--- src/rtl/cla_pipe_pkg.sv ---
// Shared widths and the per-group stage-1 record
// for the pipelined carry-lookahead adder.
package cla_pipe_pkg;

  localparam int GROUP_W    = 3;
  localparam int NUM_GROUPS = 4;
  localparam int WIDTH      = GROUP_W * NUM_GROUPS;

  typedef struct packed {
    logic               p;
    logic               g;
    logic [GROUP_W-1:0] sum0;
    logic [GROUP_W-1:0] sum1;
  } grp_t;

endpackage

--- src/rtl/group_precompute.sv ---
// One lookahead group: group propagate/generate plus
// both conditional sums, purely combinational.
module group_precompute
  import cla_pipe_pkg::*;
#(
  parameter int W = GROUP_W
) (
  input  logic [W-1:0] a,
  input  logic [W-1:0] b,
  output logic         p,
  output logic         g,
  output logic [W-1:0] sum0,
  output logic [W-1:0] sum1
);

  logic [W-1:0] bit_p;
  logic [W-1:0] bit_g;

  assign bit_p = a | b;
  assign bit_g = a & b;
  assign p     = &bit_p;

  always_comb begin
    g = bit_g[0];
    for (int i = 1; i < W; i++) begin
      g = bit_g[i] | (bit_p[i] & g);
    end
  end

  assign sum0 = a + b;
  assign sum1 = a + b + W'(1);

endmodule

--- src/rtl/cla_pipe_adder.sv ---
// Two-stage carry-select/lookahead adder with
// valid/ready handshakes on both sides.
module cla_pipe_adder #(
  parameter  int GROUP_W    = cla_pipe_pkg::GROUP_W,
  parameter  int NUM_GROUPS = cla_pipe_pkg::NUM_GROUPS,
  localparam int WIDTH      = GROUP_W * NUM_GROUPS
) (
  input  logic             clock,
  input  logic             reset,
  input  logic             io_in_valid,
  output logic             io_in_ready,
  input  logic [WIDTH-1:0] io_a,
  input  logic [WIDTH-1:0] io_b,
  input  logic             io_c_in,
  output logic             io_out_valid,
  input  logic             io_out_ready,
  output logic [WIDTH-1:0] io_s,
  output logic             io_c_out,
  output logic             io_pg,
  output logic             io_gg
);

  logic [NUM_GROUPS-1:0]              pre_p;
  logic [NUM_GROUPS-1:0]              pre_g;
  logic [NUM_GROUPS-1:0][GROUP_W-1:0] pre_sum0;
  logic [NUM_GROUPS-1:0][GROUP_W-1:0] pre_sum1;

  for (genvar k = 0; k < NUM_GROUPS; k++) begin : g_grp
    group_precompute #(
      .W(GROUP_W)
    ) u_grp (
      .a   (io_a[k*GROUP_W +: GROUP_W]),
      .b   (io_b[k*GROUP_W +: GROUP_W]),
      .p   (pre_p[k]),
      .g   (pre_g[k]),
      .sum0(pre_sum0[k]),
      .sum1(pre_sum1[k])
    );
  end

  logic                               s1_valid;
  logic [NUM_GROUPS-1:0]              s1_p;
  logic [NUM_GROUPS-1:0]              s1_g;
  logic [NUM_GROUPS-1:0][GROUP_W-1:0] s1_sum0;
  logic [NUM_GROUPS-1:0][GROUP_W-1:0] s1_sum1;
  logic                               s1_cin;

  logic             s2_valid;
  logic [WIDTH-1:0] s2_s;
  logic             s2_cout;
  logic             s2_pg;
  logic             s2_gg;

  logic s2_load;
  logic in_fire;

  assign s2_load     = !s2_valid || io_out_ready;
  assign io_in_ready = !reset && (!s1_valid || s2_load);
  assign in_fire     = io_in_valid && io_in_ready;

  // cz is the same chain with carry-in forced low (block generate)
  logic [NUM_GROUPS:0]                c;
  logic [NUM_GROUPS:0]                cz;
  logic [NUM_GROUPS-1:0][GROUP_W-1:0] nxt_s;

  always_comb begin
    c     = '0;
    cz    = '0;
    nxt_s = '0;
    c[0]  = s1_cin;
    for (int k = 0; k < NUM_GROUPS; k++) begin
      c[k+1]   = s1_g[k] | (s1_p[k] & c[k]);
      cz[k+1]  = s1_g[k] | (s1_p[k] & cz[k]);
      nxt_s[k] = c[k] ? s1_sum1[k] : s1_sum0[k];
    end
  end

  always_ff @(posedge clock) begin
    if (reset) begin
      s1_valid <= 1'b0;
      s1_p     <= '0;
      s1_g     <= '0;
      s1_sum0  <= '0;
      s1_sum1  <= '0;
      s1_cin   <= 1'b0;
    end else if (in_fire) begin
      s1_valid <= 1'b1;
      s1_p     <= pre_p;
      s1_g     <= pre_g;
      s1_sum0  <= pre_sum0;
      s1_sum1  <= pre_sum1;
      s1_cin   <= io_c_in;
    end else if (s2_load) begin
      s1_valid <= 1'b0;
    end
  end

  always_ff @(posedge clock) begin
    if (reset) begin
      s2_valid <= 1'b0;
      s2_s     <= '0;
      s2_cout  <= 1'b0;
      s2_pg    <= 1'b0;
      s2_gg    <= 1'b0;
    end else if (s2_load) begin
      s2_valid <= s1_valid;
      if (s1_valid) begin
        s2_s    <= nxt_s;
        s2_cout <= c[NUM_GROUPS];
        s2_pg   <= &s1_p;
        s2_gg   <= cz[NUM_GROUPS];
      end
    end
  end

  assign io_out_valid = !reset && s2_valid;
  assign io_s         = reset ? '0 : s2_s;
  assign io_c_out     = !reset && s2_cout;
  assign io_pg        = !reset && s2_pg;
  assign io_gg        = !reset && s2_gg;

endmodule

--- config.mk ---
export PLATFORM = sky130hd
export DESIGN_NAME = cla_pipe_adder
export DESIGN_NICKNAME = d
export VERILOG_FILES = /design/src/rtl/cla_pipe_pkg.sv /design/src/rtl/group_precompute.sv /design/src/rtl/cla_pipe_adder.sv
export SDC_FILE = /design/constraint.sdc
export NUM_CORES = 1
export LEC_CHECK = 0
export CAP_MARGIN = 20
export CORE_ASPECT_RATIO = 0.7
export CORE_UTILIZATION = 40
export CTS_CLUSTER_SIZE = 14
export DETAILED_ROUTE_END_ITERATION = 16
export SYNTH_ARGS = -nofsm -noshare
export SYNTH_HDL_FRONTEND = slang
export SYNTH_SLANG_ARGS = --single-unit
export TNS_END_PERCENT = 5
--- constraint.sdc ---
create_clock -name clock -period 2.4 [get_ports clock]
set_input_delay 0.72 -clock clock [delete_from_list [all_inputs] [get_ports clock]]
set_output_delay 0.72 -clock clock [all_outputs]
set_load 0.05 [all_outputs]
==> run_summary.xml <==
<?xml version="1.0" encoding="UTF-8"?>
<metrics>
  <group name="worst_setup_path">
    <metric name="critPathMaxFanout" unit="">5</metric>
    <metric name="cp_data_arrival_time" unit="ns">1.68</metric>
    <metric name="endpoint_required_time_on_the_critical_path" unit="ns">1.68</metric>
    <metric name="worst_r2r_path_depth" unit="">4</metric>
    <metric name="criticalPathCategory" unit="">in2out</metric>
    <metric name="regToRegStartpoint" unit="">s1_cin</metric>
    <metric name="reg2reg_slack" unit="ns">0.89</metric>
    <metric name="critPathLaunchType" unit="">input port</metric>
    <metric name="r2r-end" unit="">s2_s[10]</metric>
    <metric name="timing.critical_path.to_type" unit="">primary output</metric>
  </group>
  <group name="timing">
    <metric name="slew_violations" unit="">0</metric>
    <metric name="rsz0062_at_grt" unit="">true</metric>
    <metric name="final_worst_clock_skew" unit="ns">0.00664</metric>
    <metric name="final.period_utilization" unit="%">99.9</metric>
    <metric name="finalSetupViolations" unit="">0</metric>
    <metric name="max_freq" unit="MHz">417</metric>
    <metric name="layout_min_cycle_time" unit="ns">2.40</metric>
    <metric name="tightest_slew_margin_relative_to_the_limit" unit="%">79.2</metric>
    <metric name="fin_ws" unit="ns">0.00146</metric>
    <metric name="max_slew.worst_pin.slew" unit="ns">0.304</metric>
    <metric name="hold_violations" unit="">0</metric>
  </group>
  <group name="power_and_ir_drop">
    <metric name="cellInternalPower" unit="W">0.00134</metric>
    <metric name="netSwitchingFraction" unit="%">28.1</metric>
    <metric name="static-leakage-power" unit="nW">1.52</metric>
    <metric name="power_frac_seq" unit="%">50.6</metric>
    <metric name="p_per_area" unit="nW/um2">526</metric>
    <metric name="clock_power_share" unit="%">25.5</metric>
    <metric name="vdd_ir_drop_max" unit="V">0.000244</metric>
    <metric name="combinationalPowerShare" unit="%">23.9</metric>
    <metric name="total_switching_power" unit="W">0.000524</metric>
  </group>
  <group name="global_routing">
    <metric name="number_of_global_route_vias_before_repair" unit="">1884</metric>
    <metric name="grt_max_degree" unit="">25</metric>
    <metric name="grt_use_total" unit="%">16.4</metric>
    <metric name="grt_pass1_wl" unit="um">8820</metric>
    <metric name="gr-total-overflow" unit="">0</metric>
    <metric name="grt_antenna_before_repair" unit="">0</metric>
  </group>
  <group name="hold_path">
    <metric name="hold_depth" unit="">2</metric>
    <metric name="worstHoldEndpoint" unit="">s1_sum0[9]</metric>
    <metric name="worst_hold_startpoint" unit="">s1_sum0[9]</metric>
    <metric name="min_path_type" unit="">reg2reg</metric>
  </group>
  <group name="status">
    <metric name="result_of_the_run" unit="">completed</metric>
  </group>
  <group name="cells_and_area">
    <metric name="num-nets-final" unit="">413</metric>
    <metric name="fillers" unit="">564</metric>
    <metric name="areaGrowthSynthToFinish" unit="%">35.3</metric>
    <metric name="mostFrequentLayoutCells" unit="">sky130_fd_sc_hd__dfxtp_1 (50), sky130_fd_sc_hd__nand2_1 (32), sky130_fd_sc_hd__inv_1 (31)</metric>
    <metric name="layout_commonest_cell" unit="">sky130_fd_sc_hd__dfxtp_1</metric>
    <metric name="antenna_cells" unit="">0</metric>
    <metric name="final_cell_area" unit="um2">3550</metric>
    <metric name="final_layout_size_suffix_gt1_share" unit="%">18.6</metric>
  </group>
  <group name="floorplan">
    <metric name="dieHeight" unit="um">69.8</metric>
    <metric name="core_area" unit="um2">6280</metric>
    <metric name="die-width" unit="um">98.8</metric>
    <metric name="initial_core_util" unit="%">41.8</metric>
    <metric name="io_pins" unit="">46</metric>
    <metric name="dieArea" unit="um2">6890</metric>
    <metric name="row_count" unit="">24</metric>
  </group>
  <group name="detailed_routing">
    <metric name="antenna_violating_nets_post_route" unit="">0</metric>
    <metric name="drc" unit="">0</metric>
    <metric name="drt_iter0_markers" unit="">78</metric>
    <metric name="dr.pass1.iters" unit="">4</metric>
    <metric name="vias_per_cell" unit="">4.88</metric>
    <metric name="drt-total-wl" unit="um">5290</metric>
    <metric name="number_of_vias_after_detailed_routing" unit="">2114</metric>
    <metric name="routedWlPerCell" unit="um">12.2</metric>
  </group>
  <group name="yosys">
    <metric name="postSynthRegisterBits" unit="">50</metric>
    <metric name="yosysSeqAreaShare" unit="%">38.1</metric>
    <metric name="cells_after_synth" unit="">303</metric>
    <metric name="cell_variety_after_synth" unit="">31</metric>
    <metric name="synth.net_count" unit="">360</metric>
    <metric name="syn_avg_cell_area" unit="um2">8.66</metric>
    <metric name="post_synth_instance_area" unit="um2">2620</metric>
    <metric name="ys_warnings" unit="">0</metric>
  </group>
  <group name="cts">
    <metric name="insertion_delay" unit="ns">0.30</metric>
    <metric name="max-clock-path-buffers" unit="">2</metric>
    <metric name="cts_made_buffers" unit="">5</metric>
    <metric name="cts_num_sinks" unit="">50</metric>
    <metric name="cts_tree" unit="">done</metric>
    <metric name="clk_pin_slew" unit="ns">0.08</metric>
    <metric name="htree_num_levels" unit="">2</metric>
    <metric name="clockRootBuffer" unit="">sky130_fd_sc_hd__clkbuf_8</metric>
    <metric name="number_of_setup_buffers_added_after_cts" unit="">0</metric>
  </group>
  <group name="place">
    <metric name="post_dp_cell_area" unit="um2">3420</metric>
    <metric name="place.port_buffers" unit="">45</metric>
    <metric name="post-place-ws" unit="ns">-0.120</metric>
    <metric name="gp_congestion" unit="">0.786</metric>
    <metric name="dp_hpwl" unit="um">4130</metric>
  </group>
  <group name="flow_run">
    <metric name="timing.max_cap.violations" unit="">0</metric>
  </group>
</metrics>
through the flow:
| stage | instances | power [W] | setup TNS [ns] | util [%] | hold WS (ns) |
|---|---|---|---|---|---|
| floorplan | 303 | 0.00122 | -1.21 | - | 0.433 |
| global placement | 427 | 0.00140 | -0.792 | 54.6 | 0.442 |
| CTS | 433 | 0.00188 | -0.475 | 56.1 | 0.461 |
| detailed placement | 427 | 0.00141 | -1.11 | 54.6 | 0.451 |
| finish | 433 | 0.00187 | 0 | 56.6 | 0.458 |
| global route | 433 | 0.00197 | -0.216 | 56.6 | 0.483 |
final cells by class:
cell class / count / area [um2] / share of cell area, %
well taps: 78 / 97.6 / 2.75
repair buffers: 63 / 797 / 22.4
clock buffers: 6 / 82.6 / 2.33
flip-flops and latches: 50 / 1000 / 28.2
inverters: 32 / 120 / 3.38
multi-input cells: 204 / 1450 / 40.9
cells in the mapped netlist:
cell type / count / share of area (%)
sky130_fd_sc_hd__dfxtp_1: 50 / 38
sky130_fd_sc_hd__nand2_1: 32 / 4.6
sky130_fd_sc_hd__inv_1: 31 / 4.4
sky130_fd_sc_hd__nor2_1: 26 / 3.7
sky130_fd_sc_hd__ha_1: 24 / 11
sky130_fd_sc_hd__nand3_1: 19 / 3.6
sky130_fd_sc_hd__nor2b_1: 19 / 4.5
sky130_fd_sc_hd__a21oi_1: 13 / 2.5
sky130_fd_sc_hd__o21ai_0: 11 / 2.1
sky130_fd_sc_hd__mux2i_1: 10 / 3.8
sky130_fd_sc_hd__a211oi_1: 8 / 2.3
sky130_fd_sc_hd__nor3_1: 8 / 1.5
sky130_fd_sc_hd__xor2_1: 7 / 2.3
sky130_fd_sc_hd__buf_2: 6 / 1.1
sky130_fd_sc_hd__clkbuf_1: 5 / 0.72
sky130_fd_sc_hd__fa_1: 4 / 3.1
sky130_fd_sc_hd__o41ai_1: 4 / 1.3
sky130_fd_sc_hd__a211oi_2: 3 / 1.4
sky130_fd_sc_hd__a311oi_1: 3 / 1.0
sky130_fd_sc_hd__buf_1: 3 / 0.43
sky130_fd_sc_hd__buf_6: 3 / 1.3
sky130_fd_sc_hd__nand2b_1: 3 / 0.72
sky130_fd_sc_hd__o2bb2ai_1: 3 / 1.0
sky130_fd_sc_hd__a21o_4: 1 / 0.57
sky130_fd_sc_hd__a21oi_4: 1 / 0.62
sky130_fd_sc_hd__and3_1: 1 / 0.24
sky130_fd_sc_hd__inv_2: 1 / 0.14
sky130_fd_sc_hd__nand3b_1: 1 / 0.29
sky130_fd_sc_hd__nor2b_2: 1 / 0.33
sky130_fd_sc_hd__o21ai_2: 1 / 0.33
sky130_fd_sc_hd__xnor2_1: 1 / 0.33
critical path, stage by stage:
cell and delay, ns:
sky130_fd_sc_hd__clkdlybuf4s50_1 0.43, sky130_fd_sc_hd__buf_4 0.18, sky130_fd_sc_hd__nor2b_2 0.18, sky130_fd_sc_hd__buf_12 0.16
cells by family after synthesis:
| family | share of synthesized area [%] |
|---|---|
| and+or+nand+nor | 19.6 |
| DFF | 38.1 |
| buffers and inverters | 8.15 |
| AOI/OAI and AO/OA | 13.2 |
| adders and majority gates | 14.5 |
| muxes | 3.82 |
| xor gates and xnor gates | 2.67 |
power by group through the flow:
stage,clock [W],combinational (W),sequential [W]
floorplan,0,0.000275,0.000948
global placement,0,0.000436,0.000962
detailed placement,0,0.000443,0.000964
CTS,0.000486,0.000447,0.000944
global route,0.000514,0.000500,0.000955
finish,0.000477,0.000447,0.000945
repair_timing:
item                                    in CTS  in global routing
endpoints found under the setup margin      16                 17
hold buffers                                 0                  0
resized for setup                            6                 11
worst max-delay path by stage:
stage | from | slack, ns | endpoint
final | reset | 0.001 | io_s[11]
after global placement | reset | -0.06 | io_s[7]
after CTS | reset | -0.06 | io_s[3]
after detailed placement | io_a[9] | -0.12 | s1_sum1[11]
after floorplan | reset | -0.10 | io_c_out
after global routing | reset | -0.04 | io_s[10]
sequential cells by signal, summed over array words and instances (netlist names):
signal	flops
s2_cout	1
s1_sum1	12
s2_gg	1
s2_s	12
s1_valid	1
s1_g	4
s2_valid	1
s2_pg	1
s1_p	4
s1_cin	1
s1_sum0	12
layer usage:
metal  track usage [%]  share of wire, %
met1              24.2                54
met2              23.5                39
met3              3.53               5.4
met4              5.47               1.2
met5                 0                 0
Power figures use the tool's default switching activity.
==> RTL edit 1: new RTL, config.mk and constraints unchanged <==
Reset style: asynchronous (`reset`), changed in 2 clocked blocks.
--- a/src/rtl/cla_pipe_adder.sv
+++ b/src/rtl/cla_pipe_adder.sv
@@ -77,3 +77,3 @@
 
-  always_ff @(posedge clock) begin
+  always_ff @(posedge clock or posedge reset) begin
     if (reset) begin
@@ -97,3 +97,3 @@
 
-  always_ff @(posedge clock) begin
+  always_ff @(posedge clock or posedge reset) begin
     if (reset) begin
Function: no difference found for any inputs over 10 cycles, from zero or initial values and one cycle with reset high; that may be too few to reach the edited logic, so the function may still have changed.
==> RTL edit 1 against the original RTL <==
- cell area increased by 2.7%
- routed wire length shrank 4.9%
- setup slack gained 0.027 ns
- via count fell by 5.9%
- sequential cell count did not move
- synthesized area rose by 4.3%
- largest cell class unchanged
Power is not compared: it rests on default switching activity, and its combinational part moved more than twofold at a synthesized area within 25%.
==> RTL edit 1: results (changes against the original RTL) <==
largest net degree at the start of global routing: 49 (was 25)
worst hold-check path type: flop to flop (unchanged)
Post-synth top cells: nand2_1, dfrtp_1, inv_1 (was dfxtp_1, nand2_1, inv_1)
Synth area leaders: dfrtp_1, ha_1, nand2_1 (was dfxtp_1, ha_1, nand2_1)
number of antenna diodes: 0 (unchanged)
Final nets: 395 (was 413)
hpwl dp: 3815 um (was 4128 um)
Crit path arrival time: 1.65 ns (was 1.68 ns)
Top Consumer: registers
overall power: 0.002721 W
layout cells sized above 1: 16.22% (was 18.59%)
global-route wire length before repair: 8783 um (was 8818 um)
status: finished clean (unchanged)
Max VDD drop: 0.3308 mV
CTS Buf Count: 5 (unchanged)
post-synth cell types: 35 (was 31)
DR vias: 1989 (was 2114)
dpl cell area: 0.003496 mm2 (was 0.003425 mm2)
CP max stage delay: 0.41 ns (was 0.43 ns)
drt first pass iters: 4 (unchanged)
DRT iter0 DRCs: 80 (was 78)
gp weighted congestion: 0.7133 (was 0.7861)
syn_area_per_cell: 9.506 um2 (was 8.659 um2)
post-synthesis sequential area ratio: 45.70% (was 38.15%)
biggest regs: s1_sum0 x12, s1_sum1 x12, s2_s x12 (unchanged)
combinational gate power: 0.000980 W
number of standard cells in the final layout excluding fillers: 430 (was 433)
Total Routing Usage GR: 15.85% (was 16.38%)
Reg clk slew, reported paths: 0.08 ns (about the same)
Sequential Power: 0.00116 W
CP Max Fanout: 2 (was 5)
Int Pwr: 0.001838 W
Least-Margin Pin Slew: 0.5917 ns (was 0.3039 ns)
Max clock buf depth: 2 (unchanged)
Port Buf Inserts: 45 (unchanged)
Setup Skew: 0.005672 ns (was 0.006638 ns)
Placed Cells: 421 (was 427)
clock latency on the worst-skew pair: 0.30 ns (about the same)
final WL: 5028 um (was 5287 um)
Crit path max-delay family: buffers and inverters (unchanged)
slowest stage cell, crit path: clkdlybuf4s50_1 (unchanged)
CTS Root Cell: clkbuf_8 (unchanged)
Async SR Flop Fraction: 100.0% (was 0%)
DR DRC count: 0 (unchanged)
pre-CTS setup slack: -0.1452 ns (was -0.1196 ns)
H-tree depth: 2 (unchanged)
number of global-route vias before repair: 1919 (was 1884)
LEAKAGE: 1.766 nW
syn nets: 345 (was 360)
Yosys warnings: 0 (unchanged)
antenna violations before repair: 0 (unchanged)
## RTL edit 1: cell count changes after synthesis, moves of 4 or more
cell	delta
a211oi_1	-8
a21oi_1	-4
dfrtp_1	+50
dfxtp_1	-50
nand2_1	+32
nand3_1	-18
nor2_1	-9
nor3_1	-8
o21a_1	+4
xnor2_1	+5
xor2_1	-5
## RTL edit 1: timing repair
action / CTS / global route
setup endpoints to repair: 17 / 1
gates cloned: 0 / 0
hold buffers: 0 / 0
resized for setup: 17 / 0
setup buffers: 0 / 1
## RTL edit 1: metal layers
metal	share of wire [%]	GRT usage (%)
met3	3.4	3.512
met5	0	0
met1	52	22.70
met4	1.2	4.348
met2	44	24.43
## RTL edit 1: path summary, 6_finish.rpt
kind	cells after the start	from	end	slack, ns
setup / recovery	4	io_out_ready	io_in_ready	0.03
hold / removal	2	s1_sum1[7]	s1_sum1[7]	0.48
setup reg to reg	5	s1_valid	s1_sum0[5]	0.93
hold reg to reg	2	s1_sum1[7]	s1_sum1[7]	0.48
max in group asynchronous	4	reset	s1_p[2]	1.05
min in group asynchronous	3	reset	s2_valid	0.60
## RTL edit 1: kinds of logic (layout without fill, tap and decap cells)
group,Yosys count,in the layout,share of synthesized area (%)
xor+xnor,8,8,2.560
buf+inv,41,92,6.444
mux,11,11,4.113
simple gates,106,106,17.00
compound gates,44,44,10.28
fa+ha+maj,28,28,13.89
flops,50,50,45.70
## RTL edit 1: layout make-up
type | instances | area [um2]
Fill cell | 599 | 2778
Multi-Input combinational cell | 197 | 1353
Sequential cell | 50 | 1251
Timing Repair Buffer | 53 | 704.4
Inverter | 31 | 120.1
Tap cell | 91 | 113.9
Clock buffer | 7 | 76.32
Clock inverter | 1 | 30.03
==> RTL edit 2: new RTL, same flow settings <==
Made on the original files. The package constant `NUM_GROUPS` goes from 4 to 5.
--- a/src/rtl/cla_pipe_pkg.sv
+++ b/src/rtl/cla_pipe_pkg.sv
@@ -5,3 +5,3 @@
   localparam int GROUP_W    = 3;
-  localparam int NUM_GROUPS = 4;
+  localparam int NUM_GROUPS = 5;
   localparam int WIDTH      = GROUP_W * NUM_GROUPS;
Interface: changed (resized io_a, io_b and io_s); port bits go from 46 to 55. No check against the original RTL was run, so the function may have changed too.
==> RTL edit 2 against the original RTL <==
- synthesized area up 24%
- critical path type unchanged
- routed wire length up 35%
- clock power up 140%
- critical endpoint is now io_s[5]
- utilization up 0.84 points
- largest cell class unchanged
- setup slack better by 0.029 ns
- sequential power up 23%
- highest routed layer unchanged
- first-iteration DRC count up 60%
- sequential cell count up 11
- power up 54%
- cell area up 27%
==> RTL edit 2: results (changes against the original RTL) <==
global routing usage on met1: 26.91% (was 24.18%)
post-CTS setup repair buffer count: 0 (unchanged)
status: finished clean (unchanged)
number of global-route vias before repair: 2554 (was 1884)
Post-synth top cells: dfxtp_1, nand2_1, inv_1 (unchanged)
pre-CTS setup slack: -0.1339 ns (was -0.1196 ns)
Power Clock: 0.00116 W (was 0.000477 W)
CTS Buf Count: 9 (was 5)
DR vias: 2663 (was 2114)
Final nets: 509 (was 413)
Resized cells post-CTS: 12 (was 6)
reg2reg start: s1_p[1] (was s1_cin)
Synth area leaders: dfxtp_1, ha_1, nand2_1 (unchanged)
largest net degree at the start of global routing: 38 (was 25)
GR Util met3: 5.294% (was 3.528%)
layout cells sized above 1: 15.77% (was 18.59%)
Port Buf Inserts: 54 (was 45)
clock latency on the worst-skew pair: 0.32 ns (was 0.30 ns)
hold_sp: s1_sum1[9] (was s1_sum0[9])
Reg clk slew, reported paths: 0.05 ns (was 0.08 ns)
gp weighted congestion: 0.7860 (was 0.7861)
post-synth cell types: 41 (was 31)
CP max stage delay: 0.31 ns (was 0.43 ns)
combinational gate power: 0.000547 W (was 0.000447 W)
worst hold-check path type: flop to flop (unchanged)
DRT iter0 DRCs: 125 (was 78)
number of antenna diodes: 0 (unchanged)
drt first pass iters: 4 (unchanged)
CTS Root Cell: clkbuf_16 (was clkbuf_8)
Crit path arrival time: 1.65 ns (was 1.68 ns)
Async SR Flop Fraction: 0% (unchanged)
Int Pwr: 0.002126 W (was 0.001344 W)
crit path launch: reset (unchanged)
hpwl dp: 5452 um (was 4128 um)
Avg WL per Cell: 13.08 um (was 12.21 um)
biggest regs: s1_sum0 x15, s1_sum1 x15, s2_s x15 (was s1_sum0 x12, s1_sum1 x12, s2_s x12)
global-route wire length before repair: 11990 um (was 8818 um)
CP Max Fanout: 12 (was 5)
Least-Margin Pin Slew: 0.5817 ns (was 0.3039 ns)
met2 Use GR: 27.30% (was 23.47%)
Setup Skew: 0.003980 ns (was 0.006638 ns)
slowest stage cell, crit path: bufbuf_16 (was clkdlybuf4s50_1)
H-tree depth: 3 (was 2)
post-synthesis sequential area ratio: 37.64% (was 38.15%)
commonest register cell after synthesis: dfxtp_1 (unchanged)
LEAKAGE: 1.954 nW (was 1.523 nW)
Max VDD drop: 0.3286 mV (was 0.2436 mV)
Total Routing Usage GR: 18.51% (was 16.38%)
Yosys warnings: 0 (unchanged)
Final Setup Violations: 0 (unchanged)
syn nets: 446 (was 360)
-- RTL edit 2: cell count changes in the layout (fill, tap and decap cells not counted), sizes merged, moves of 6 or more --
cell    change
dfxtp      +11
ha          +6
clkbuf      +9
nand3       +9
nand2      +13
-- RTL edit 2: through the flow --
step / total power (W) / cell area [um2] / std cells
3_3_place_gp: 0.001704 / 4178 / 528
4_1_cts: 0.002895 / 4519 / 545
5_1_grt: 0.003009 / 4519 / 545
3_5_place_dp: 0.001719 / 4178 / 528
2_1_floorplan: 0.001491 / 3248 / 376
6_report: 0.002869 / 4519 / 545
-- RTL edit 2: area by class of cell --
cell class / instances / area, um2
repair buffers: 72 / 937.1
multi-input cells: 261 / 1834
fillers: 712 / 3352
well taps: 101 / 126.4
clock inverters: 1 / 5.005
clock buffers: 15 / 267.8
inverters: 34 / 127.6
flip-flops and latches: 61 / 1221
-- RTL edit 2: cells by family (layout without fill, tap and decap cells) --
| kind of cell | count (synthesis) | count (layout) | synth area share [%] |
|---|---|---|---|
| AOI/OAI and AO/OA | 62 | 62 | 13.07 |
| xor gates and xnor gates | 10 | 10 | 2.699 |
| adders and majority gates | 35 | 35 | 14.65 |
| buffers and inverters | 54 | 122 | 7.096 |
| DFF | 61 | 61 | 37.64 |
| muxes | 10 | 10 | 3.085 |
| and+or+nand+nor | 144 | 144 | 21.75 |
-- RTL edit 2: final timing paths --
| check | slack (ns) | to | cells after the start |
|---|---|---|---|
| max | 0.03 | io_s[5] | 4 |
| max reg2reg | 0.80 | s2_s[10] | 4 |
| min reg2reg | 0.45 | s1_sum1[9] | 2 |
| min | 0.45 | s1_sum1[9] | 2 |
-- RTL edit 2: per-layer routing --
metal | part of all wire (%) | wire length, um
met1 | 54 | 3837
met4 | 0.36 | 26
met5 | 0 | 0
met2 | 42 | 2984
met3 | 3.9 | 278
